## src/rtl/sobel_pkg.sv

```systemverilog
// Shared definitions for the Sobel frame controller and its position counter.
package sobel_pkg;

    localparam int COL_W = 11;   // column counter width, saturates at 2047
    localparam int ROW_W = 10;   // row counter width, saturates at 1023
    localparam int CNT_W = 19;   // edge pixel counter width
    localparam int TH_W  = 11;   // Sobel threshold width

    // Frame controller states
    typedef enum logic [1:0] {
        ST_IDLE   = 2'd0,
        ST_SYNC   = 2'd1,
        ST_ACTIVE = 2'd2,
        ST_DONE   = 2'd3
    } state_t;

    // Increment that sticks at all-ones instead of wrapping
    function automatic logic [CNT_W-1:0] sat_inc_cnt(input logic [CNT_W-1:0] v);
        return (v == '1) ? v : v + CNT_W'(1);
    endfunction

endpackage

```

## src/rtl/sobel_pos_counter.sv

```systemverilog
// Pixel/line position tracker for a href/clken video stream.
// Counts columns per accepted pixel and rows per href falling edge, flags
// lines whose length differs from IMG_W and reports whether the current
// position lies in the border band. Positions are pre-increment, i.e. the
// position of the pixel presented on this cycle.
module sobel_pos_counter
    import sobel_pkg::*;
#(
    parameter int IMG_W  = 640,
    parameter int IMG_H  = 480,
    parameter int BORDER = 1
) (
    input  logic             clk,
    input  logic             rst_n,
    input  logic             clear,
    input  logic             count_en,
    input  logic             href,
    input  logic             clken,
    output logic [ROW_W-1:0] row,
    output logic             line_err,
    output logic             border
);

    localparam logic [COL_W-1:0] COL_LO  = COL_W'(BORDER);
    localparam logic [COL_W-1:0] COL_HI  = COL_W'(IMG_W - BORDER);
    localparam logic [ROW_W-1:0] ROW_LO  = ROW_W'(BORDER);
    localparam logic [ROW_W-1:0] ROW_HI  = ROW_W'(IMG_H - BORDER);
    localparam logic [COL_W-1:0] COL_EXP = COL_W'(IMG_W);
    localparam bit               MASK_ON = (BORDER > 0);

    logic [COL_W-1:0] col;
    logic             href_q;
    logic             accept;
    logic             line_end;

    assign accept   = href & clken;
    assign line_end = href_q & ~href;
    assign line_err = count_en & line_end & (col != COL_EXP);
    assign border   = MASK_ON &&
                      ((col < COL_LO) || (col >= COL_HI) ||
                       (row < ROW_LO) || (row >= ROW_HI));

    // Track href history and advance col/row, both saturating
    always_ff @(posedge clk) begin
        if (!rst_n) begin
            href_q <= 1'b0;
            col    <= '0;
            row    <= '0;
        end else begin
            href_q <= href;
            if (clear) begin
                col <= '0;
                row <= '0;
            end else if (count_en) begin
                if (line_end) begin
                    col <= '0;
                    if (row != '1) begin
                        row <= row + ROW_W'(1);
                    end
                end else if (accept && (col != '1)) begin
                    col <= col + COL_W'(1);
                end
            end
        end
    end

endmodule

```

## src/rtl/sobel_frame_ctrl.sv

```systemverilog
// Frame-level controller behind the Sobel edge detector.
// Applies threshold updates only at frame boundaries, masks border pixels,
// counts edge pixels per frame and flags frames with the wrong geometry.
//
// Stream handshake: a pixel is transferred when in_href and in_clken are
// both high; there is no back-pressure, the stream is re-timed by exactly
// one cycle onto out_* and out_bit is forced low whenever out_href is low.
module sobel_frame_ctrl
    import sobel_pkg::*;
#(
    parameter int IMG_W      = 640,
    parameter int IMG_H      = 480,
    parameter int TH_DEFAULT = 250,
    parameter int BORDER     = 1
) (
    input  logic             clk,
    input  logic             rst_n,
    input  logic             en,
    input  logic [TH_W-1:0]  cfg_threshold,
    input  logic             cfg_wr,
    output logic [TH_W-1:0]  sobel_threshold,
    input  logic             in_vsync,
    input  logic             in_href,
    input  logic             in_clken,
    input  logic             in_bit,
    output logic             out_vsync,
    output logic             out_href,
    output logic             out_clken,
    output logic             out_bit,
    output logic             frame_done,
    output logic [CNT_W-1:0] edge_count,
    output logic             frame_err,
    output logic             busy
);

    localparam logic [TH_W-1:0]  TH_RST  = TH_W'(TH_DEFAULT);
    localparam logic [ROW_W-1:0] ROW_EXP = ROW_W'(IMG_H);

    state_t           state;
    logic [TH_W-1:0]  shadow;
    logic             pending;
    logic             vs_q;
    logic             vs_rise;
    logic             commit;
    logic [CNT_W-1:0] edge_acc;
    logic             err_acc;
    logic             active;
    logic             mask_now;
    logic             count_edge;
    logic [ROW_W-1:0] row;
    logic             line_err;
    logic             border;

    assign vs_rise    = in_vsync & ~vs_q;
    assign commit     = vs_rise & pending;
    // Position only means something while a frame is being tracked
    assign active     = (state == ST_ACTIVE) & en;
    assign mask_now   = active & border;
    assign count_edge = active & in_href & in_clken & ~border & ~in_bit;

    sobel_pos_counter #(
        .IMG_W  (IMG_W),
        .IMG_H  (IMG_H),
        .BORDER (BORDER)
    ) u_pos (
        .clk      (clk),
        .rst_n    (rst_n),
        .clear    (state == ST_SYNC),
        .count_en (active),
        .href     (in_href),
        .clken    (in_clken),
        .row      (row),
        .line_err (line_err),
        .border   (border)
    );

    // Re-time the stream by one cycle, applying the border mask
    always_ff @(posedge clk) begin
        if (!rst_n) begin
            vs_q      <= 1'b0;
            out_vsync <= 1'b0;
            out_href  <= 1'b0;
            out_clken <= 1'b0;
            out_bit   <= 1'b0;
        end else begin
            vs_q      <= in_vsync;
            out_vsync <= in_vsync;
            out_href  <= in_href;
            out_clken <= in_clken;
            out_bit   <= in_href & (in_bit | mask_now);
        end
    end

    // Shadow/active threshold pair; a write landing on a commit edge waits
    // for the following commit because pending is re-armed by the write
    always_ff @(posedge clk) begin
        if (!rst_n) begin
            shadow          <= TH_RST;
            sobel_threshold <= TH_RST;
            pending         <= 1'b0;
        end else begin
            if (cfg_wr) begin
                shadow <= cfg_threshold;
            end
            if (commit) begin
                sobel_threshold <= shadow;
            end
            if (cfg_wr) begin
                pending <= 1'b1;
            end else if (commit) begin
                pending <= 1'b0;
            end
        end
    end

    // Frame FSM with registered frame_done/edge_count/frame_err/busy
    always_ff @(posedge clk) begin
        if (!rst_n) begin
            state      <= ST_IDLE;
            busy       <= 1'b0;
            frame_done <= 1'b0;
            edge_count <= '0;
            frame_err  <= 1'b0;
            edge_acc   <= '0;
            err_acc    <= 1'b0;
        end else begin
            frame_done <= 1'b0;
            case (state)
                ST_IDLE: begin
                    busy <= 1'b0;
                    if (en && vs_rise) begin
                        state <= ST_SYNC;
                    end
                end
                ST_SYNC: begin
                    edge_acc <= '0;
                    err_acc  <= 1'b0;
                    if (!en) begin
                        state <= ST_IDLE;
                    end else if (!in_vsync) begin
                        state <= ST_ACTIVE;
                        busy  <= 1'b1;
                    end
                end
                ST_ACTIVE: begin
                    if (!en) begin
                        state <= ST_IDLE;
                        busy  <= 1'b0;
                    end else if (vs_rise) begin
                        state      <= ST_DONE;
                        busy       <= 1'b0;
                        frame_done <= 1'b1;
                        edge_count <= edge_acc;
                        frame_err  <= err_acc | line_err | (row != ROW_EXP);
                    end else begin
                        if (count_edge) begin
                            edge_acc <= sat_inc_cnt(edge_acc);
                        end
                        if (line_err) begin
                            err_acc <= 1'b1;
                        end
                    end
                end
                ST_DONE: begin
                    busy  <= 1'b0;
                    state <= en ? ST_SYNC : ST_IDLE;
                end
                default: begin
                    state <= ST_IDLE;
                    busy  <= 1'b0;
                end
            endcase
        end
    end

endmodule

```

## config.mk

```make
export PLATFORM = sky130hd
export DESIGN_NAME = sobel_frame_ctrl
export DESIGN_NICKNAME = d
export VERILOG_FILES = /design/src/rtl/sobel_pkg.sv /design/src/rtl/sobel_pos_counter.sv /design/src/rtl/sobel_frame_ctrl.sv
export SDC_FILE = /design/constraint.sdc
export NUM_CORES = 1
export LEC_CHECK = 0
export CORE_MARGIN = 2
export CORE_UTILIZATION = 55
export DETAILED_ROUTE_END_ITERATION = 8
export PLACE_DENSITY_LB_ADDON = 0.3
export SLEW_MARGIN = 40
export SYNTH_ARGS = -nofsm -noshare
export SYNTH_HDL_FRONTEND = slang
export SYNTH_SLANG_ARGS = --single-unit
```

## constraint.sdc

```tcl
create_clock -name clk -period 2.9 [get_ports clk]
set_input_delay 0.58 -clock clk [delete_from_list [all_inputs] [get_ports clk]]
set_output_delay 0.58 -clock clk [all_outputs]
set_load 0.005 [all_outputs]
```

* Word-level counts from Yosys, hierarchy flattened
Cells that the tools add are included.
** Word-level totals
- Flip-flop bits (word level) :: 92
** Cells by class
- Add/sub/neg operators :: 3
- Order comparisons :: 4
- Equal/unequal tests :: 18
- Muxes and demuxes :: 26
- Bitwise logic cells :: 21
- Reduce and logical (&&, ||, !) cells :: 19
** Operators with widths (number)
- two-way mux 19 bit :: 4
- case mux 19 bit (2 select lines) :: 1
- two-way mux 11 bit :: 2
- adder 19 x 1 -> 19 bit (second input constant) :: 1
- equality test 19 bit (second input constant) :: 1
- inequality test 2 bit (second input constant) :: 8
- AND reduction 3 bit :: 5
- bitwise AND 1 bit :: 13
- adder 11 x 1 -> 11 bit (second input constant) :: 1
- >= comparator 11 x 10 -> 1 bit (second input constant) :: 1
- < comparator 11 x 1 -> 1 bit (second input constant) :: 1
- two-way mux 1 bit :: 11
- inequality test 11 x 10 -> 1 bit (second input constant) :: 1
- inequality test 11 bit (second input constant) :: 1
- adder 10 x 1 -> 10 bit (second input constant) :: 1
- >= comparator 10 x 9 -> 1 bit (second input constant) :: 1
- < comparator 10 x 1 -> 1 bit (second input constant) :: 1
- two-way mux 2 bit :: 5
- inequality test 10 bit (second input constant) :: 1
- inequality test 10 x 9 -> 1 bit (second input constant) :: 1
- case mux 2 bit (4 select lines) :: 1
- inequality test 3 bit (second input constant) :: 2
- nonzero test 2 bit :: 3
- inverter 1 bit :: 5
- 12 further kinds :: 19

* Depth between registers and ports, before layout
Gate-level depths: netlist of run 1.
- Depth in word-level cells :: 11
- Gate-level depth with buffers :: 10
- Depth with buffers taken out :: 8

* Cells and area by module
Synthesis of run 1 repeated with hierarchy kept, for this count alone.
** Second synthesis, totals
- Cells, all modules :: 503
- Area, all modules :: 4249.1 sq um
** By module, submodules not included
- sobel_frame_ctrl :: times used 1, cells each 346, area an instance 2967.8 sq um, sequential area each 1421.4 sq um
- sobel_pos_counter :: times used 1, cells each 157, area an instance 1281.2 sq um, sequential area each 440.4 sq um

* Least setup slack after synthesis of run 1
Ideal clock, no wire load.
- Kind :: input port to flip-flop
- From :: in en
- To :: reg edge_acc[15]
- Library setup time :: 120 ps
- Arrival time :: 2190 ps
- Slack :: 590 ps
- Stages on the path :: 8
- Path buffers :: 2
- Cells stage by stage :: and3b_1 buf_2 nand3_2 nor4_4 nand2_4 a21o_4 buf_8 a211o_1
** On the way
- Cells in the longest elaborated chain, start to end :: 7
- Elaborated cells on any way between the ends :: 8
- Classes of those cells :: 2 x eq/ne; 5 x bitwise; 1 x reduce/logical
** RTL lines
- start: declaration :: line sobel_frame_ctrl.sv:18 : input logic en,
- bitwise AND 1 bit :: line sobel_frame_ctrl.sv:57 : assign active = (state == ST_ACTIVE) & en;
- bitwise AND 1 bit (4 in series) :: line sobel_frame_ctrl.sv:59 : assign count_edge = active & in_href & in_clken & ~border & ~in_bit;
- inequality test 2 bit (no line)
- AND reduction 5 bit (no line) *
- end signal: assignment :: line sobel_frame_ctrl.sv:157 : edge_acc <= sat_inc_cnt(edge_acc);
- end: declaration :: line sobel_frame_ctrl.sv:45 : logic [CNT_W-1:0] edge_acc;
Every way passes the cells marked *; elsewhere a longest branch is shown, timed or not.
A chain may end at the register's enable or synchronous reset.

* Final worst setup path of run 1
- From :: reg u_pos.col[3]
- To :: reg edge_acc[10]
** On the way
- Cells in the longest elaborated chain, start to end :: 9
- Elaborated cells on any way between the ends :: 10
- Classes of those cells :: 2 x order compare; 1 x eq/ne; 3 x bitwise; 4 x reduce/logical
** RTL lines
- start: declaration :: line sobel_pos_counter.sv:31 : logic [COL_W-1:0] col;
- start signal: assignment :: line sobel_pos_counter.sv:61 : col <= col + COL_W'(1);
- < comparator 11 x 1 -> 1 bit / >= comparator 11 x 10 -> 1 bit (equally long branches) :: line sobel_pos_counter.sv:40 : ((col < COL_LO) || (col >= COL_HI) ||
- logical OR 1 bit * (2 in series) :: line sobel_pos_counter.sv:40
- logical OR 1 bit * :: line sobel_pos_counter.sv:41 : (row < ROW_LO) || (row >= ROW_HI));
- inverter 1 bit * :: line sobel_frame_ctrl.sv:59
- bitwise AND 1 bit * (2 in series) :: line sobel_frame_ctrl.sv:59
- inequality test 2 bit (no line) *
- AND reduction 5 bit (no line) *
Marked as above.

==> results.sh, run 1 <==
export IMPL_report_power_total_mw=2.35
export IMPL_power_per_cell_area_nw_per_um2=470
export IMPL_ff_latch_area_um2=1840
export IMPL_yosys_area_top_type_share=0.445
export IMPL_synth_yosys_seq_area_share=0.445
export IMPL_synth_mux_area_frac=0.0302
export IMPL_cts_post_setup_buffers_inserted=0
export IMPL_setup_viol=0
export IMPL_number_of_global_route_vias_before_repair=3410
export IMPL_mostFrequentLayoutCell="sky130_fd_sc_hd__dfxtp_1"
export IMPL_synth_area_leaders="sky130_fd_sc_hd__dfxtp_1, sky130_fd_sc_hd__nand2_1, sky130_fd_sc_hd__a21boi_0"
export IMPL_chipWidth_um=90.8
export IMPL_area_growth_pct=20.7
export IMPL_final_layout_size_suffix_gt1_frac=0.0630
export IMPL_final_number_of_max_transition_violations=0
export IMPL_max_freq_mhz=418
export IMPL_synth_seq_cells=92
export IMPL_cts_buffers=9
export IMPL_clock_skew_ps=8.33
export IMPL_worst_ep_required_time_ps=3150
export IMPL_synthCells=483
export IMPL_timing_slew_headroom=0.486
export IMPL_floorplan_die_area_um2=8240
export IMPL_global_route_wire_length_before_repair_um=15600
export IMPL_synth_warnings=0
export IMPL_quantity_of_gates_resized_following_cts=0
export IMPL_grt_setup_unrepaired="no"
export IMPL_synth_edf_count=0
export IMPL_synth_async_sr_flop_share=0
export IMPL_synth_largest_area_cell="sky130_fd_sc_hd__dfxtp_1"
export IMPL_num_antenna_cells=0
export IMPL_count_of_hold_buffers_inserted_by_post_cts_repair=0
export IMPL_yosys_most_used_dff="sky130_fd_sc_hd__dfxtp_1"
export IMPL_critical_path_peak_fanout=10
export IMPL_crit_path_top_delay_cell="sky130_fd_sc_hd__or4_1"
export IMPL_crit_path_max_incr_delay_ps=590
export IMPL_detail_route_vias_per_cell=5.57
export IMPL_finalSetupTns_ps=0
export IMPL_cts_root_to_sink_buffers=2
export IMPL_post_place_cells=623
export IMPL_most_common_layout_cells="sky130_fd_sc_hd__dfxtp_1, sky130_fd_sc_hd__nand2_1, sky130_fd_sc_hd__clkdlybuf4s50_1"
export IMPL_post_route_period_util=0.826
export IMPL_fin_nets=560
export IMPL_ys_types=55
export IMPL_post_synth_and_or_nand_nor_area_fraction=0.295
export IMPL_remaining_drc_errors=0
export IMPL_cell_occurring_most_often_along_the_worst_timing_path="sky130_fd_sc_hd__or4_1"
export IMPL_cts_htree_levels=3
export IMPL_post_dp_hpwl_um=6680
export IMPL_crit_type="flop to flop"
export IMPL_drv_max_cap_violation_count=0
export IMPL_tightestPinTransition_ps=769
export IMPL_detail_route_iter0_violations=213
export IMPL_largest_family_of_logic_cells_by_synthesized_area="simple AND/OR/NAND/NOR gates"
export IMPL_cp_arrival_ps=2640
export IMPL_status="finished, final reports clean"
export IMPL_synth_xor_xnor_area_share=0.0359
export IMPL_dr_total_vias=3562
export IMPL_finalWorstSetupSlack_ps=505
export IMPL_timing_critical_path_cells="or4_1 -> or4_1 -> and3_1 -> nand3_4 -> nor3_1 -> a211o_1"
export IMPL_pin_count_of_the_biggest_net_entering_global_routing=49
export IMPL_design_portCount=56
export IMPL_core_rowCount=31
export IMPL_synth_compound_gate_area_share=0.143
export IMPL_firstDrtPassIters=4
export IMPL_wirelength_um=9270
export IMPL_antenna_found_initial=0
export IMPL_finalHoldViolCount=0
export IMPL_timing_final_crit_period_ps=2390
export IMPL_finalWeightedCongestion=0.888
export IMPL_worstHoldPathType="flop to flop"
export IMPL_clock_tree_root_cell="sky130_fd_sc_hd__clkbuf_8"
export IMPL_synth_fa_ha_area_frac=0.0181
export IMPL_final_cell_count_without_fillers=639
export IMPL_setup_worst_path_start_class="flop"
export IMPL_floorplan_initialDensity=0.568
export IMPL_place_worst_setup_slack_ps=199
export IMPL_postRouteAntennaNets=0
export IMPL_post_drt_wl_per_cell_um=14.5
export IMPL_post_synth_cell_area_avg_um2=8.58
export IMPL_grt_overflow_total=0
export IMPL_critical_path_endpoint_type="flop"
export IMPL_timing_hold_ws_ps=465
export IMPL_place_port_buffers=55
export IMPL_multi_input_comb_area_um2=2160
export IMPL_clk_pin_slew_ps=90
export IMPL_tritoncts="built"
export IMPL_synthesis_nets=508
export IMPL_vdd_ir_drop_max_mv=0.259
export IMPL_design_core_area_um2=7290
export IMPL_leakage_nw=1.92
export IMPL_die_height_um=90.8
export IMPL_track_usage=0.230
export IMPL_clk_insertion_delay_late_ps=350
export IMPL_fillers=641
export IMPL_synth_cell_area_um2=4140
export IMPL_cts_num_sinks=92
## routing by layer
| layer | up-vias | wire length [um] | track usage |
|---|---|---|---|
| met4 | 0 | 156 | 0.0783 |
| met2 | 99 | 4510 | 0.392 |
| met1 | 1659 | 4150 | 0.295 |
| li1 | 1788 | - | - |
| met3 | 16 | 452 | 0.0417 |
| met5 | - | 0 | 0 |
## cells in the mapped netlist, drive strengths merged, types with 6 or more instances
library cell,count
nand2,88
xor2,14
a21oi,16
a21o,6
o31ai,7
dfxtp,92
nor2,39
and3,15
nor2b,11
nand3,31
inv,7
and2,9
nor3,6
clkbuf,20
nand4,14
o21ai,11
ha,6
a21boi,25
mux2i,11
## metrics by stage
step                      cell area [um2]  utilization
after floorplan                      4140            -
after global placement               4780        0.656
after detailed placement             4780        0.656
after CTS                            5000        0.685
after global routing                 5000        0.685
final                                5000        0.685
## state kept, by name, indices dropped and copies added, names as in the netlist
| register | cells |
|---|---|
| frame_done | 1 |
| u_pos.href_q | 1 |
| u_pos.row | 10 |
| out_bit | 1 |
| vs_q | 1 |
| edge_acc | 19 |
| state | 2 |
| pending | 1 |
| shadow | 11 |
| out_clken | 1 |
| edge_count | 19 |
| busy | 1 |
| err_acc | 1 |
| sobel_threshold | 11 |
| u_pos.col | 11 |
| frame_err | 1 |
## cells by family after synthesis
logic type,Yosys count
XOR/XNOR,17
buffers and inverters,31
adder cells (fa/ha/maj),6
multiplexers,12
flip-flops,92
AND/OR/NAND/NOR,240
AO/OA/AOI/OAI,85
## power breakdown
part	leakage [nW]	internal, mW	switching [mW]
clock network	0.102	0.486	0.441
registers	0.746	1.28	0.0106
logic	1.07	0.0689	0.0625
## cell type report
type / count / area share
tap: 99 / 0.0248
inverter: 7 / 0.00526
clock buffer: 10 / 0.0255
timing repair buffer: 65 / 0.125
multi-input combinational: 360 / 0.433
clock inverter: 6 / 0.0178
sequential: 92 / 0.368
## worst max-delay path: cells and delay by family (launching register included)
kind	cells	cell delay (ps)
and+or+nand+nor	5	1670
AOI/OAI and AO/OA	1	270
DFF	1	360
## path summary, 6_finish.rpt
path | start | end | slack (ps) | cells past startpoint
worst max-delay path | u_pos.col[3] | edge_acc[10] | 510 | 6
worst min-delay path | sobel_threshold[0] | sobel_threshold[0] | 470 | 2
worst max register to register | u_pos.col[3] | edge_acc[10] | 510 | 6
worst min register to register | sobel_threshold[0] | sobel_threshold[0] | 470 | 2
Note: power is estimated with default switching activity, not from simulation.
==> inputs of run 2 (changes only) <==
==> constraint.sdc (replaced) <==
create_clock -name clk -period 2.4 [get_ports clk]
set_input_delay 0.48 -clock clk [delete_from_list [all_inputs] [get_ports clk]]
set_output_delay 0.48 -clock clk [all_outputs]
set_load 0.005 [all_outputs]
==> run 2 against run 1 <==
Compared with the run above:
- sequential share of layout area is 0.70 points lower
- global-route usage is 0.88 points higher
- flip-flop and latch count stayed put
- clock skew is 4.9 ps higher
- register-to-register slack worse by 370 ps
- critical path type unchanged
- cell count is 1.9% higher
- first-iteration DRC count is 8.9% lower
==> results.sh, run 2 (synthesized netlist as in run 1, its figures left out) <==
export IMPL_cts_num_sinks=92
export IMPL_drv_max_cap_violation_count=0
export IMPL_comb_power_share=0.058
export IMPL_floorplan_die_area_um2=8240
export IMPL_design_core_area_um2=7290
export IMPL_track_usage=0.239
export IMPL_report_power_total_mw=2.85
export IMPL_largest_registers="edge_acc (19), edge_count (19)"
export IMPL_clock_tree_root_cell="sky130_fd_sc_hd__clkbuf_8"
export IMPL_hp_start="edge_count[17]"
export IMPL_pin_count_of_the_biggest_net_entering_global_routing=42
export IMPL_remaining_drc_errors=0
export IMPL_antenna_found_initial=0
export IMPL_wirelength_um=9430
export IMPL_reg_to_reg_end="edge_acc[14]"
export IMPL_r2r_start="u_pos.col[3]"
export IMPL_clk_pin_slew_ps=80
export IMPL_die_height_um=90.8
export IMPL_worst_ep_required_time_ps=2640
export IMPL_finalWorstSetupSlack_ps=131
export IMPL_count_of_hold_buffers_inserted_by_post_cts_repair=0
export IMPL_cts_htree_levels=3
export IMPL_global_route_wire_length_before_repair_um=16200
export IMPL_design_portCount=56
export IMPL_area_growth_pct=23.0
export IMPL_num_antenna_cells=0
export IMPL_fraction_of_power_consumed_by_sequential_logic=0.549
export IMPL_timing_final_crit_period_ps=2270
export IMPL_setup_worst_path_start_class="flop"
export IMPL_cp_arrival_ps=2510
export IMPL_post_drt_wl_per_cell_um=14.5
export IMPL_number_of_global_route_vias_before_repair=3446
export IMPL_chipWidth_um=90.8
export IMPL_core_rowCount=31
export IMPL_place_port_buffers=55
export IMPL_tritoncts="built"
export IMPL_finalHoldViolCount=0
export IMPL_critical_path_endpoint_type="flop"
export IMPL_cts_root_to_sink_buffers=2
export IMPL_tightestPinTransition_ps=724
export IMPL_finish_instance_area_um2=5090
export IMPL_post_route_period_util=0.945
export IMPL_r2r_worst_path_cells=6
export IMPL_cp_top_family="simple AND/OR/NAND/NOR gates"
export IMPL_fillers=583
export IMPL_min_path_cells=2
export IMPL_timing_critical_path_cells="or4_1 -> or4_1 -> and3_2 -> and3_1 -> a41oi_1 -> a21oi_1"
export IMPL_grt_setup_unrepaired="no"
export IMPL_cts_buffers=9
export IMPL_total_switching_power_mw=0.627
export IMPL_vdd_ir_drop_max_mv=0.461
export IMPL_status="finished, final reports clean"
export IMPL_postRouteAntennaNets=0
export IMPL_dr_total_vias=3602
export IMPL_grt_overflow_total=0
export IMPL_intPower_mw=2.22
export IMPL_detail_route_vias_per_cell=5.53
export IMPL_post_route_util=0.699
export IMPL_crit_path_max_incr_delay_ps=550
export IMPL_crit_path_top_delay_cell="sky130_fd_sc_hd__or4_1"
export IMPL_max_freq_mhz=441
export IMPL_mostFrequentLayoutCell="sky130_fd_sc_hd__dfxtp_1"
export IMPL_finalSetupTns_ps=0
export IMPL_post_dp_cell_area_um2=4880
export IMPL_fin_nets=573
export IMPL_setup_viol=0
export IMPL_critical_path_peak_fanout=9
export IMPL_p_sw_frac=0.220
export IMPL_worstHoldPathType="flop to flop"
export IMPL_hold_path_endpoint="edge_count[17]"
export IMPL_floorplan_initialDensity=0.568
export IMPL_place_worst_setup_slack_ps=-87.1
export IMPL_power_per_cell_area_nw_per_um2=559
export IMPL_most_common_layout_cells="sky130_fd_sc_hd__dfxtp_1, sky130_fd_sc_hd__nand2_1, sky130_fd_sc_hd__clkdlybuf4s50_1"
export IMPL_power_frac_clock=0.393
export IMPL_regToRegSetupSlack_ps=130
export IMPL_crit_type="flop to flop"
export IMPL_post_dp_hpwl_um=6840
export IMPL_finalWeightedCongestion=0.894
export IMPL_crit_startpoint="u_pos.col[3]"
export IMPL_firstDrtPassIters=5
export IMPL_final_layout_size_suffix_gt1_frac=0.0870
export IMPL_clk_insertion_delay_late_ps=360
export IMPL_worstPathBufferInverterCount=0
export IMPL_clock_skew_ps=13.2
export IMPL_timing_slew_headroom=0.516
export IMPL_cell_occurring_most_often_along_the_worst_timing_path="sky130_fd_sc_hd__or4_1"
export IMPL_detail_route_iter0_violations=194
export IMPL_leakage_nw=1.98
export IMPL_final_number_of_max_transition_violations=0
-- run 2: power by group through the flow --
stage	Sequential, mW	Clock [mW]	Combinational (mW)
floorplan	1.60	0	0.0816
global placement	1.60	0	0.163
detailed placement	1.60	0	0.165
CTS	1.56	1.14	0.166
global route	1.56	1.21	0.181
finish	1.56	1.12	0.166
-- run 2: how the worst max path moves through the flow --
stage                     cells past startpoint  slack (ps)      endpoint
final                                         6         130  edge_acc[14]
after global routing                          6          40  edge_acc[10]
after CTS                                     6          80  edge_acc[15]
after detailed placement                      8         -90   edge_acc[5]
after global placement                        8         -40   edge_acc[9]
after floorplan                               8         190  edge_acc[15]
-- run 2: final cells by class --
class,count,area [um2],share of cell area
clock buffers,9,124,0.0243
clock inverters,6,90.1,0.0177
inverters,7,26.3,0.00516
multi-input cells,360,2170,0.425
flip-flops and latches,92,1840,0.361
well taps,99,124,0.0243
repair buffers,78,723,0.142
-- run 2: metrics by stage --
stage,hold WS (ps),std cells
CTS,467,651
detailed placement,456,636
global route,488,651
floorplan,440,483
global placement,448,636
finish,465,651
-- run 2: metal layers --
metal,part of all wire,GRT usage
met5,0,0
met4,0.014,0.0783
met3,0.043,0.0518
met2,0.48,0.393
met1,0.47,0.314
-- run 2: timing repair --
item | 4_1_cts | 5_1_grt
endpoints found under the setup margin | 0 | 6
gates resized for setup | 0 | 1
setup buffers | 0 | 0
-- run 2: worst register-to-register path: cells and delay by family (launching register included) --
kind | cells | cell delay [ps]
AO/OA/AOI/OAI | 2 | 280
flip-flops | 1 | 360
AND/OR/NAND/NOR | 4 | 1520
